File: src/rtl/dmem_pkg.sv
// dmem_pkg
// Shared types for the data-memory arbiter: FSM state encoding, the request
// bundle carried from the selected requester into the datapath, and a small
// helper that turns a requester id into a one-hot strobe.
// Build option: DMEM_ARB_RR_EN (consumed in dmem_arbiter) selects round-robin
// arbitration; the package itself is identical in both builds.
package dmem_pkg;

  localparam int unsigned DMEM_REG_BITS  = 32;
  localparam int unsigned DMEM_ADDR_BITS = 10;

  // Legacy-compatible state constants; the enum below reuses their values.
  localparam logic [0:0] ST_IDLE = 1'b0;
  localparam logic [0:0] ST_RMW  = 1'b1;

  typedef enum logic [0:0] {
    IDLE = ST_IDLE,
    RMW  = ST_RMW
  } dmem_state_e;

  // Fields are sized by the package widths, so the arbiter parameters are
  // expected to stay at these values when this struct is used.
  typedef struct packed {
    logic                          we;
    logic [DMEM_ADDR_BITS-1:0]     addr;
    logic [DMEM_REG_BITS-1:0]      wdata;
    logic [DMEM_REG_BITS/8-1:0]    be;
  } dmem_req_t;

  function automatic logic [1:0] id_to_onehot(input logic id);
    return id ? 2'b10 : 2'b01;
  endfunction

endpackage

File: src/rtl/dmem_byte_merge.sv
// dmem_byte_merge
// Combinational byte-lane merge used by the read-modify-write path.
// Ports:
//   old_word - word currently stored in memory
//   new_word - write data from the requester
//   be       - byte enables; a set bit takes that byte from new_word
//   merged   - resulting word to be written back
module dmem_byte_merge #(
  parameter int unsigned RegBits = 32
) (
  input  logic [RegBits-1:0]   old_word,
  input  logic [RegBits-1:0]   new_word,
  input  logic [RegBits/8-1:0] be,
  output logic [RegBits-1:0]   merged
);

  // Start from the stored word and overlay only the enabled byte lanes.
  always_comb begin
    merged = old_word;
    for (int b = 0; b < RegBits / 8; b++) begin
      if (be[b]) begin
        merged[b*8 +: 8] = new_word[b*8 +: 8];
      end
    end
  end

endmodule

File: src/rtl/dmem_arbiter.sv
// dmem_arbiter
// Two-requester arbiter in front of a single-port, combinational-read data
// memory. Reads and full-word writes complete in one cycle; partial writes
// take an extra read-modify-write cycle.
// Ports:
//   clk_i, rst_i            - clock, synchronous active-high reset
//   req_valid_i/req_ready_o - per-requester handshake (0 = core LSU, 1 = loader)
//   req_we_i, req_addr_i,
//   req_wdata_i, req_be_i   - per-requester request fields
//   rsp_valid_o             - one-cycle completion pulse per requester
//   rsp_rdata_o             - registered read data, shared by both requesters
//   mem_a_o, mem_wd_o,
//   mem_we_o, mem_rd_i      - memory port (mem_rd_i is a combinational read)
// Build option: define DMEM_ARB_RR_EN for round-robin arbitration on
// contention; otherwise requester 0 has fixed priority.
module dmem_arbiter
  import dmem_pkg::*;
#(
  parameter int unsigned RegBits  = DMEM_REG_BITS,
  parameter int unsigned AddrBits = DMEM_ADDR_BITS
) (
  input  logic                  clk_i,
  input  logic                  rst_i,
  input  logic [1:0]            req_valid_i,
  output logic [1:0]            req_ready_o,
  input  logic [1:0]            req_we_i,
  input  logic [AddrBits-1:0]   req_addr_i  [2],
  input  logic [RegBits-1:0]    req_wdata_i [2],
  input  logic [RegBits/8-1:0]  req_be_i    [2],
  output logic [1:0]            rsp_valid_o,
  output logic [RegBits-1:0]    rsp_rdata_o,
  output logic [AddrBits-1:0]   mem_a_o,
  output logic [RegBits-1:0]    mem_wd_o,
  output logic                  mem_we_o,
  input  logic [RegBits-1:0]    mem_rd_i
);

  dmem_state_e          state;
  logic                 grant_id;
  logic                 accept;
  dmem_req_t            sel;
  logic                 is_full;
  logic                 is_none;
  logic                 is_partial;
  logic [RegBits-1:0]   merged;
  logic                 pend_id;
  logic [AddrBits-1:0]  pend_addr;
  logic [RegBits-1:0]   pend_data;
  logic [1:0]           rsp_valid;
  logic [RegBits-1:0]   rsp_rdata;
`ifdef DMEM_ARB_RR_EN
  logic                 last_id;
`endif

  // Pick the requester to serve. A lone requester always wins; on contention
  // the choice depends on the build option.
  always_comb begin
    grant_id = 1'b0;
    if (req_valid_i == 2'b10) begin
      grant_id = 1'b1;
    end
`ifdef DMEM_ARB_RR_EN
    else if (req_valid_i == 2'b11) begin
      grant_id = ~last_id;
    end
`endif
  end

  // Nothing is accepted while the RMW write-back owns the memory port or
  // while reset is asserted, so no request is silently lost.
  assign accept      = (state == IDLE) && (req_valid_i != 2'b00) && !rst_i;
  assign req_ready_o = accept ? id_to_onehot(grant_id) : 2'b00;

  // Route the granted requester's fields into the datapath.
  always_comb begin
    sel.we    = req_we_i[grant_id];
    sel.addr  = req_addr_i[grant_id];
    sel.wdata = req_wdata_i[grant_id];
    sel.be    = req_be_i[grant_id];
  end

  assign is_full    = &sel.be;
  assign is_none    = ~|sel.be;
  assign is_partial = !is_full && !is_none;

  // In IDLE the memory is addressed by the granted request, so mem_rd_i is
  // the old word needed for a partial-write merge.
  dmem_byte_merge #(.RegBits(RegBits)) u_merge (
    .old_word (mem_rd_i),
    .new_word (sel.wdata),
    .be       (sel.be),
    .merged   (merged)
  );

  // Memory port: the latched RMW write-back takes priority over the live
  // request. Reset suppresses any write, which also aborts a pending RMW.
  assign mem_a_o  = (state == RMW) ? pend_addr : sel.addr;
  assign mem_wd_o = (state == RMW) ? pend_data : sel.wdata;
  assign mem_we_o = !rst_i && ((state == RMW) || (accept && sel.we && is_full));

  assign rsp_valid_o = rsp_valid;
  assign rsp_rdata_o = rsp_rdata;

  // Sequencing: single-cycle completion for reads, full and empty writes;
  // partial writes latch id, address and merged word and spend one RMW cycle.
  always_ff @(posedge clk_i) begin
    if (rst_i) begin
      state     <= IDLE;
      rsp_valid <= 2'b00;
      rsp_rdata <= '0;
      pend_id   <= 1'b0;
      pend_addr <= '0;
      pend_data <= '0;
`ifdef DMEM_ARB_RR_EN
      last_id   <= 1'b1;
`endif
    end else begin
      rsp_valid <= 2'b00;
      case (state)
        IDLE: begin
          if (accept) begin
            if (sel.we && is_partial) begin
              state     <= RMW;
              pend_id   <= grant_id;
              pend_addr <= sel.addr;
              pend_data <= merged;
            end else begin
              rsp_valid <= id_to_onehot(grant_id);
              if (!sel.we) begin
                rsp_rdata <= mem_rd_i;
              end
            end
`ifdef DMEM_ARB_RR_EN
            last_id <= grant_id;
`endif
          end
        end
        RMW: begin
          state     <= IDLE;
          rsp_valid <= id_to_onehot(pend_id);
        end
        default: state <= IDLE;
      endcase
    end
  end

endmodule

File: config.mk
export PLATFORM = sky130hd
export DESIGN_NAME = dmem_arbiter
export DESIGN_NICKNAME = d
export VERILOG_FILES = /design/src/rtl/dmem_pkg.sv /design/src/rtl/dmem_byte_merge.sv /design/src/rtl/dmem_arbiter.sv
export SDC_FILE = /design/constraint.sdc
export NUM_CORES = 1
export LEC_CHECK = 0
export BUFFER_PORTS_ARGS = -buffer_cell sky130_fd_sc_hd__buf_4
export CAP_MARGIN = 20
export CORE_MARGIN = 2
export CORE_UTILIZATION = 40
export CTS_CLUSTER_DIAMETER = 200
export DETAILED_ROUTE_END_ITERATION = 8
export PLACE_DENSITY_LB_ADDON = 0.2
export SYNTH_ARGS = -nofsm -noshare
export SYNTH_HDL_FRONTEND = slang
export SYNTH_SLANG_ARGS = --single-unit
File: constraint.sdc
create_clock -name clk_i -period 5.1 [get_ports clk_i]
set_clock_uncertainty 0.15 [all_clocks]
set_input_delay 1.02 -clock clk_i [delete_from_list [all_inputs] [get_ports clk_i]]
set_output_delay 1.02 -clock clk_i [all_outputs]
set_load 0.01 [all_outputs]
; ---- Yosys cells after proc, flatten, opt, wreduce, memory -nomap -nowiden
; Index checks and enable logic that the tools add are counted.
[totals]
memories = 0
mem_bits_rw = 0
in_bits = 130
mem_bits_ro = 0
regBits = 78
latchBits = 0
[classes]
multipliers = 0
n_reduce_logical = 15
n_addsub = 0
shifts = 0
bitwise_logic = 4
n_lt_le_gt_ge = 2
mux = 27
div_mod_pow = 0
n_eq_ne = 1
[ops]
columns = cell, n
row1 = $mux W32, 4
row2 = $mux W10, 4
row3 = $mux W8, 4
row4 = $mux W4, 3
row5 = $mux W2, 5
row6 = $reduce_and A4 Y1, 2
row7 = $logic_and A1 B1 Y1, 7
row8 = $mux W1, 5
row9 = $pmux W2 S2, 1
row10 = $reduce_or A4 Y1, 1
row11 = $not A1 Y1, 3
row12 = $reduce_and A3 Y1, 1
row13 = $eq A2 B2 Y1 const B, 1
row14 = $ge A2 B2 Y1 const B, 1
row15 = $logic_not A1 Y1, 2
row16 = $lt A1 B2 Y1 const B, 1
row17 = $not A1 Y2, 1
row18 = $pmux W1 S2, 1
row19 = $reduce_bool A2 Y1, 1
row20 = $logic_or A1 B1 Y1, 1

; ---- Logic depth before layout (Yosys ltp)
; Gate-level depths: netlist of the first run.
[depth]
depth_word = 13
mapped_depth = 7

; ---- Modules after synthesis
; A second synthesis of the first run with hierarchy kept.
[unflattened]
cells_unflattened = 542
hier_area_um2 = 4889.7
[by_module_without_submodules]
columns = module, cells_per_inst, instances, area_per_inst_um2, seq_area_each_um2
row1 = dmem_arbiter, 506, 1, 4364.2, 1561.5
row2 = dmem_byte_merge, 36, 1, 525.5, 0.0

; ---- Worst setup path before layout of the first run
; OpenSTA, ideal clock, no wires.
[synth_timing]
kind = input -> output
start = in req_valid_i[1]
end = out mem_wd_o[10]
path_slack_ps = 1753
arrival_ps = 2177
path_buffers = 2
path_stages = 5
path_cell_list = nor2b_1 > buf_2 > buf_2 > mux2_2 > mux2_2
[synth_between]
elab_chain_len = 7
[synth_rtl]
columns = element, line_no
row1 = start: declaration, dmem_arbiter.sv:24  ; input logic [1:0] req_valid_i,
row2 = $eq A2 B2 Y1, dmem_arbiter.sv:59  ; if (req_valid_i == 2'b10) begin
row3 = $mux W1, dmem_arbiter.sv:59
row4 = $not A1 Y2 (not written as such), dmem_arbiter.sv:78  ; sel.wdata = req_wdata_i[grant_id];
row5 = $mux W32 (not written as such) (3 in a row), dmem_arbiter.sv:78
row6 = $mux W32, dmem_arbiter.sv:98  ; assign mem_wd_o = (state == RMW) ? pend_data : sel.wdata;
row7 = end: declaration, dmem_arbiter.sv:33  ; output logic [RegBits-1:0] mem_wd_o,
; Every way passes these cells. The select of a mux whose other input is x is not followed.

; ---- Final worst setup path of the first run
[layout_timing]
start = in req_valid_i[0]
end = out mem_wd_o[2]
; The elaborated chain is that of the path after synthesis.

==> results of run 1 <==
[final timing paths]
kind | startpoint | to | slack, ns | cells past startpoint
setup / recovery | req_valid_i[0] | mem_wd_o[2] | 1.19 | 6
hold / removal | rsp_rdata_o[9]$_SDFFE_PP0P_ | rsp_rdata_o[9]$_SDFFE_PP0P_ | 0.33 | 2
hold reg to reg | rsp_rdata_o[9]$_SDFFE_PP0P_ | rsp_rdata_o[9]$_SDFFE_PP0P_ | 0.33 | 2
setup reg to reg | state$_SDFF_PP0_ | pend_addr[2]$_SDFFE_PP0P_ | 2.15 | 5
[layer usage]
metal	GRT usage	up-vias	wire, um
met1	0.244	1905	5360
met3	0.0427	16	812
met4	0.0832	0	204
met5	0	-	0
li1	-	1988	-
met2	0.367	124	6480
[worst register-to-register path, delay by kind of cell, from the launching register on]
kind	cells	cell delay, ns
compound gates	2	0.58
buf+inv	1	0.52
flops	1	0.91
mux	1	0.39
simple gates	1	0.29
[cell usage after synthesis, drive strengths merged, types with 3 or more instances]
cell type and number:
nor2 3, dfxtp 78, nand2b 33, mux2i 65
nand3b 35, clkbuf 14, nor2b 12, buf 21
mux2 88, nand2 96
[power by group]
group | switching [mW] | leakage, nW | internal (mW)
sequential | 0.0305 | 0.640 | 0.656
combinational | 0.181 | 2.45 | 0.251
clock | 0.225 | 0.0952 | 0.236
[area by class of cell]
cell class	count	share of cell area
Clock buffer	11	0.0223
Clock inverter	4	0.00750
Inverter	2	0.00118
Multi-Input combinational cell	352	0.436
Sequential cell	78	0.247
Tap cell	140	0.0276
Timing Repair Buffer	216	0.259
[metrics by stage]
| stage | hold WS (ns) | total power, mW | utilization | cells | setup WS [ns] |
|---|---|---|---|---|---|
| 3_5_place_dp | 0.316 | 1.13 | 0.562 | 787 | 0.930 |
| 5_1_grt | 0.353 | 1.65 | 0.582 | 803 | 1.11 |
| 3_3_place_gp | 0.308 | 1.12 | 0.562 | 787 | 1.02 |
| 2_1_floorplan | 0.299 | 0.921 | - | 467 | 1.75 |
| 4_1_cts | 0.332 | 1.59 | 0.580 | 802 | 0.990 |
| 6_report | 0.327 | 1.58 | 0.582 | 803 | 1.19 |
[sequential cells by signal (all words and copies together) (netlist names)]
| signal | count |
|---|---|
| pend_data | 32 |
| state | 1 |
| pend_addr | 10 |
| rsp_valid_o | 2 |
| rsp_rdata_o | 32 |
| pend_id | 1 |
[logic make-up after synthesis]
| kind of cell | share of synthesized area |
|---|---|
| multiplexers | 0.371 |
| flip-flops | 0.348 |
| buffers and inverters | 0.0393 |
| AO/OA/AOI/OAI | 0.0148 |
| AND/OR/NAND/NOR | 0.227 |
==> flow_summary.toml, run 1 <==
[finish]
drive_gt1_frac = 0.493
num-fill-cells = 1018
fin_area_um2 = 6340
layout.nets = 789
layout_commonest_cell = "buf_4"
seq_area_um2 = 1560
multiInputGateArea_um2 = 2760
syn_to_final_growth_pct = 41.2
diodes = 0
layout_common_cells = "buf_4 (215), nand2_1 (96), mux2_2 (82)"

[sta]
max_freq_mhz = 256
hold_viol_final = 0
min_period_over_period = 0.767
setup_tns_ns = 0
fin_crit_ns = 3.91
setup_viol = 0
tightest_slew_ns = 0.880
rsz0062_at_grt = "false"
report.final.slew_viol_count = 0
slew_headroom = 0.411

[synthesis]
ys_warn_count = 0
synth_edf_count = 0
seq_area_frac_synth = 0.348
yosysUniqueCellTypes = 32
synth_top_area_share = 0.348
syn_nets = 597
synth_top_area_cell = "dfxtp_1"
async_reset_ff_frac = 0
synth.area.top_cells = "dfxtp_1 (35%), mux2_2 (21%), mux2i_1 (14%), nand2_1 (8.0%), nand3b_1 (5.9%)"
synth.avg_cell_area_um2 = 9.61
synth_area_um2 = 4490
syn_inst = 467
synth.ff_latch_count = 78
ys.flop_type = "dfxtp_1"

[placement]
numPortBuffers = 208
place_area_um2 = 6120
routabilityCongestion = 0.765
hpwl_mm = 9.39

[critical_path]
crit_chain = "buf_4 > nor2b_4 > buf_16 > mux2_2 > mux2_2 > buf_4"
crit_slowest_cell = "nor2b_4"
crit_family = "multiplexers"
start_kind = "input pin"
criticalPathCategory = "in -> out"
critPathMaxFanout = 20
required_ns = 3.93
crit_buf_inv = 3
end_kind = "primary output"
max_stage_delay_ns = 0.53
arrival_ns = 2.74

[power]
peakVddDrop_uv = 118
powerDensity_nw_per_um2 = 249
power.leakage_nw = 3.18

[floorplan]
fp-row-count = 38
die_h_um = 110
die-width_um = 110
io_pins = 209
core_area_um2 = 10900
die-area_um2 = 12100
start_util = 0.412

[clocking]
root_buffer = "clkbuf_8"
ctsHoldBuffers = 0
cts.clk_slew.worst_paths_ns = 0.08
cts_tree = "yes"
cts_sinks = 78
cts_made_buffers = 9
ctsHtreeMaxLevel = 3
postCtsSetupBuffers = 0
clockBufferDepth = 2
cts_resized = 0
insertion_delay_ns = 0.34

[route]
first_pass_iters = 4
antenna_left = 0
routed-via-count = 4033
wl_mm = 12.9
initialDrtViolationCount = 105
drcViolationCount = 0
wl_per_cell_um = 16.0
vias_per_cell = 5.02

[run_status]
status = "finished clean"

[grt]
grt_overflow = 0
grt_pass1_vias = 4013
antenna_found_initial = 0
grt_pass1_wl_mm = 19.3
grt_max_degree = 81
grt_usage = 0.208

[run]
max-cap-violations = 0

[hold_path]
hold_path_class = "reg -> reg"
Note: power is estimated with default switching activity, not from simulation.
==> run 2: changes to the inputs <==
==> constraint.sdc (replaced) <==
create_clock -name clk_i -period 3.7 [get_ports clk_i]
set_clock_uncertainty 0.15 [all_clocks]
set_input_delay 0.74 -clock clk_i [delete_from_list [all_inputs] [get_ports clk_i]]
set_output_delay 0.74 -clock clk_i [all_outputs]
set_load 0.01 [all_outputs]
==> flow_summary.toml, run 2 (same netlist as run 1, synthesis figures left out) <==
[critical_path]
crit_chain = "buf_4 > nor2b_4 > buf_12 > mux2_2 > mux2_2 > buf_4"
reg2regPathDepth = 5
r2r_setup_slack_ns = 1.44
crit_path_start = "req_valid_i[0]"
required_ns = 2.81
criticalPathCategory = "in -> out"
start_kind = "input pin"
end_kind = "primary output"
crit_buf_inv = 3
reg2reg_from = "state$_SDFF_PP0_"
critPathMaxFanout = 27
cp.depth = 6
endpoint = "mem_wd_o[0]"
crit_family = "multiplexers"
max_stage_delay_ns = 0.55
arrival_ns = 2.51
crit_slowest_cell = "nor2b_4"
timing.rr.end = "rsp_rdata_o[22]$_SDFFE_PP0P_"

[clocking]
cts_sinks = 78
cts.clk_slew.worst_paths_ns = 0.07
cts_tree = "yes"
cts_made_buffers = 9
root_buffer = "clkbuf_8"
ctsHtreeMaxLevel = 3
clockBufferDepth = 2
postCtsSetupBuffers = 0
ctsHoldBuffers = 0
insertion_delay_ns = 0.33
cts_resized = 0

[sta]
tightest_slew_ns = 0.796
fin_ws_ns = 0.298
fin_crit_ns = 3.40
hold_viol_final = 0
min_period_over_period = 0.919
rsz0062_at_grt = "false"
setup_viol = 0
slew_headroom = 0.470
max_freq_mhz = 294
setup_tns_ns = 0
report.final.slew_viol_count = 0

[finish]
num-fill-cells = 983
layout.nets = 789
fin_cells = 802
diodes = 0
layout_commonest_cell = "buf_4"
syn_to_final_growth_pct = 41.8
postLayoutCoreUtil = 0.584
drive_gt1_frac = 0.494
layout_common_cells = "buf_4 (214), nand2_1 (96), mux2_2 (82)"

[grt]
grt_overflow = 0
grt_pass1_vias = 4091
grt_usage = 0.211
grt_pass1_wl_mm = 19.8
grt_max_degree = 81
antenna_found_initial = 0

[floorplan]
fp-row-count = 38
io_pins = 209
die_h_um = 110
start_util = 0.412
die-width_um = 110
die-area_um2 = 12100
core_area_um2 = 10900

[route]
routed-via-count = 4052
first_pass_iters = 4
antenna_left = 0
wl_mm = 13.3
initialDrtViolationCount = 169
vias_per_cell = 5.05
wl_per_cell_um = 16.5
drcViolationCount = 0

[placement]
post-place-ws_ns = 0.278
routabilityCongestion = 0.817
numPortBuffers = 208
hpwl_mm = 9.58
place_inst = 788

[run]
max-cap-violations = 0

[run_status]
status = "finished clean"

[hold_path]
hold_path_class = "reg -> reg"

[power]
peakVddDrop_uv = 175
power_mw = 2.24
power.leakage_nw = 3.20
powerDensity_nw_per_um2 = 352
==> run 2: cell count changes in the layout (fill, tap and decap cells not counted), sizes merged <==
cell | previous run | this run
clkbuf | 11 | 10
clkinv | 2 | 1
bufinv | 1 | 2
==> run 2: power by group <==
| part | total [mW] | internal, mW | switching (mW) |
|---|---|---|---|
| sequential | 0.941 | 0.904 | 0.0375 |
| combinational | 0.603 | 0.346 | 0.257 |
| clock | 0.698 | 0.390 | 0.308 |
| total | 2.24 | 1.64 | 0.602 |
==> run 2: worst min path at each step <==
stage	from	endpoint	slack, ns	cells past startpoint
finish	rsp_rdata_o[31]$_SDFFE_PP0P_	rsp_rdata_o[31]$_SDFFE_PP0P_	0.33	2
global route	pend_data[26]$_SDFFE_PP0P_	pend_data[26]$_SDFFE_PP0P_	0.34	2
CTS	rsp_rdata_o[9]$_SDFFE_PP0P_	rsp_rdata_o[9]$_SDFFE_PP0P_	0.33	2
detailed placement	rsp_rdata_o[9]$_SDFFE_PP0P_	rsp_rdata_o[9]$_SDFFE_PP0P_	0.31	2
global placement	pend_data[11]$_SDFFE_PP0P_	pend_data[11]$_SDFFE_PP0P_	0.31	2
floorplan	pend_data[28]$_SDFFE_PP0P_	pend_data[28]$_SDFFE_PP0P_	0.30	2
==> run 2: cell type report <==
type,count,area (um^2),area share
clock inverters,4,72.6,0.0114
multi-input cells,352,2760,0.434
repair buffers,216,1650,0.259
well taps,140,175,0.0275
flip-flops and latches,78,1560,0.246
inverters,2,7.51,0.00118
clock buffers,10,138,0.0216
==> run 2: per-layer routing <==
metal,up-vias,share of wire,track usage
met3,15,0.071,0.0480
met5,-,0,0
met2,143,0.51,0.382
met1,1912,0.41,0.246
li1,1982,-,-
met4,0,0.014,0.0615
==> run 2: metrics by stage <==
| step | area [um^2] | hold slack (ns) |
|---|---|---|
| 5_1_grt | 6360 | 0.345 |
| 6_report | 6360 | 0.326 |
| 4_1_cts | 6360 | 0.329 |
| 3_5_place_dp | 6150 | 0.313 |
| 2_1_floorplan | 4490 | 0.299 |
| 3_3_place_gp | 6150 | 0.308 |
==> run 2: worst register-to-register path: stages (launching register included) <==
cell and delay, ns:
dfxtp_2 0.48, nor2_1 0.38, o21a_1 0.71, buf_4 0.35, nand2_1 0.08, nand2_1 0.06
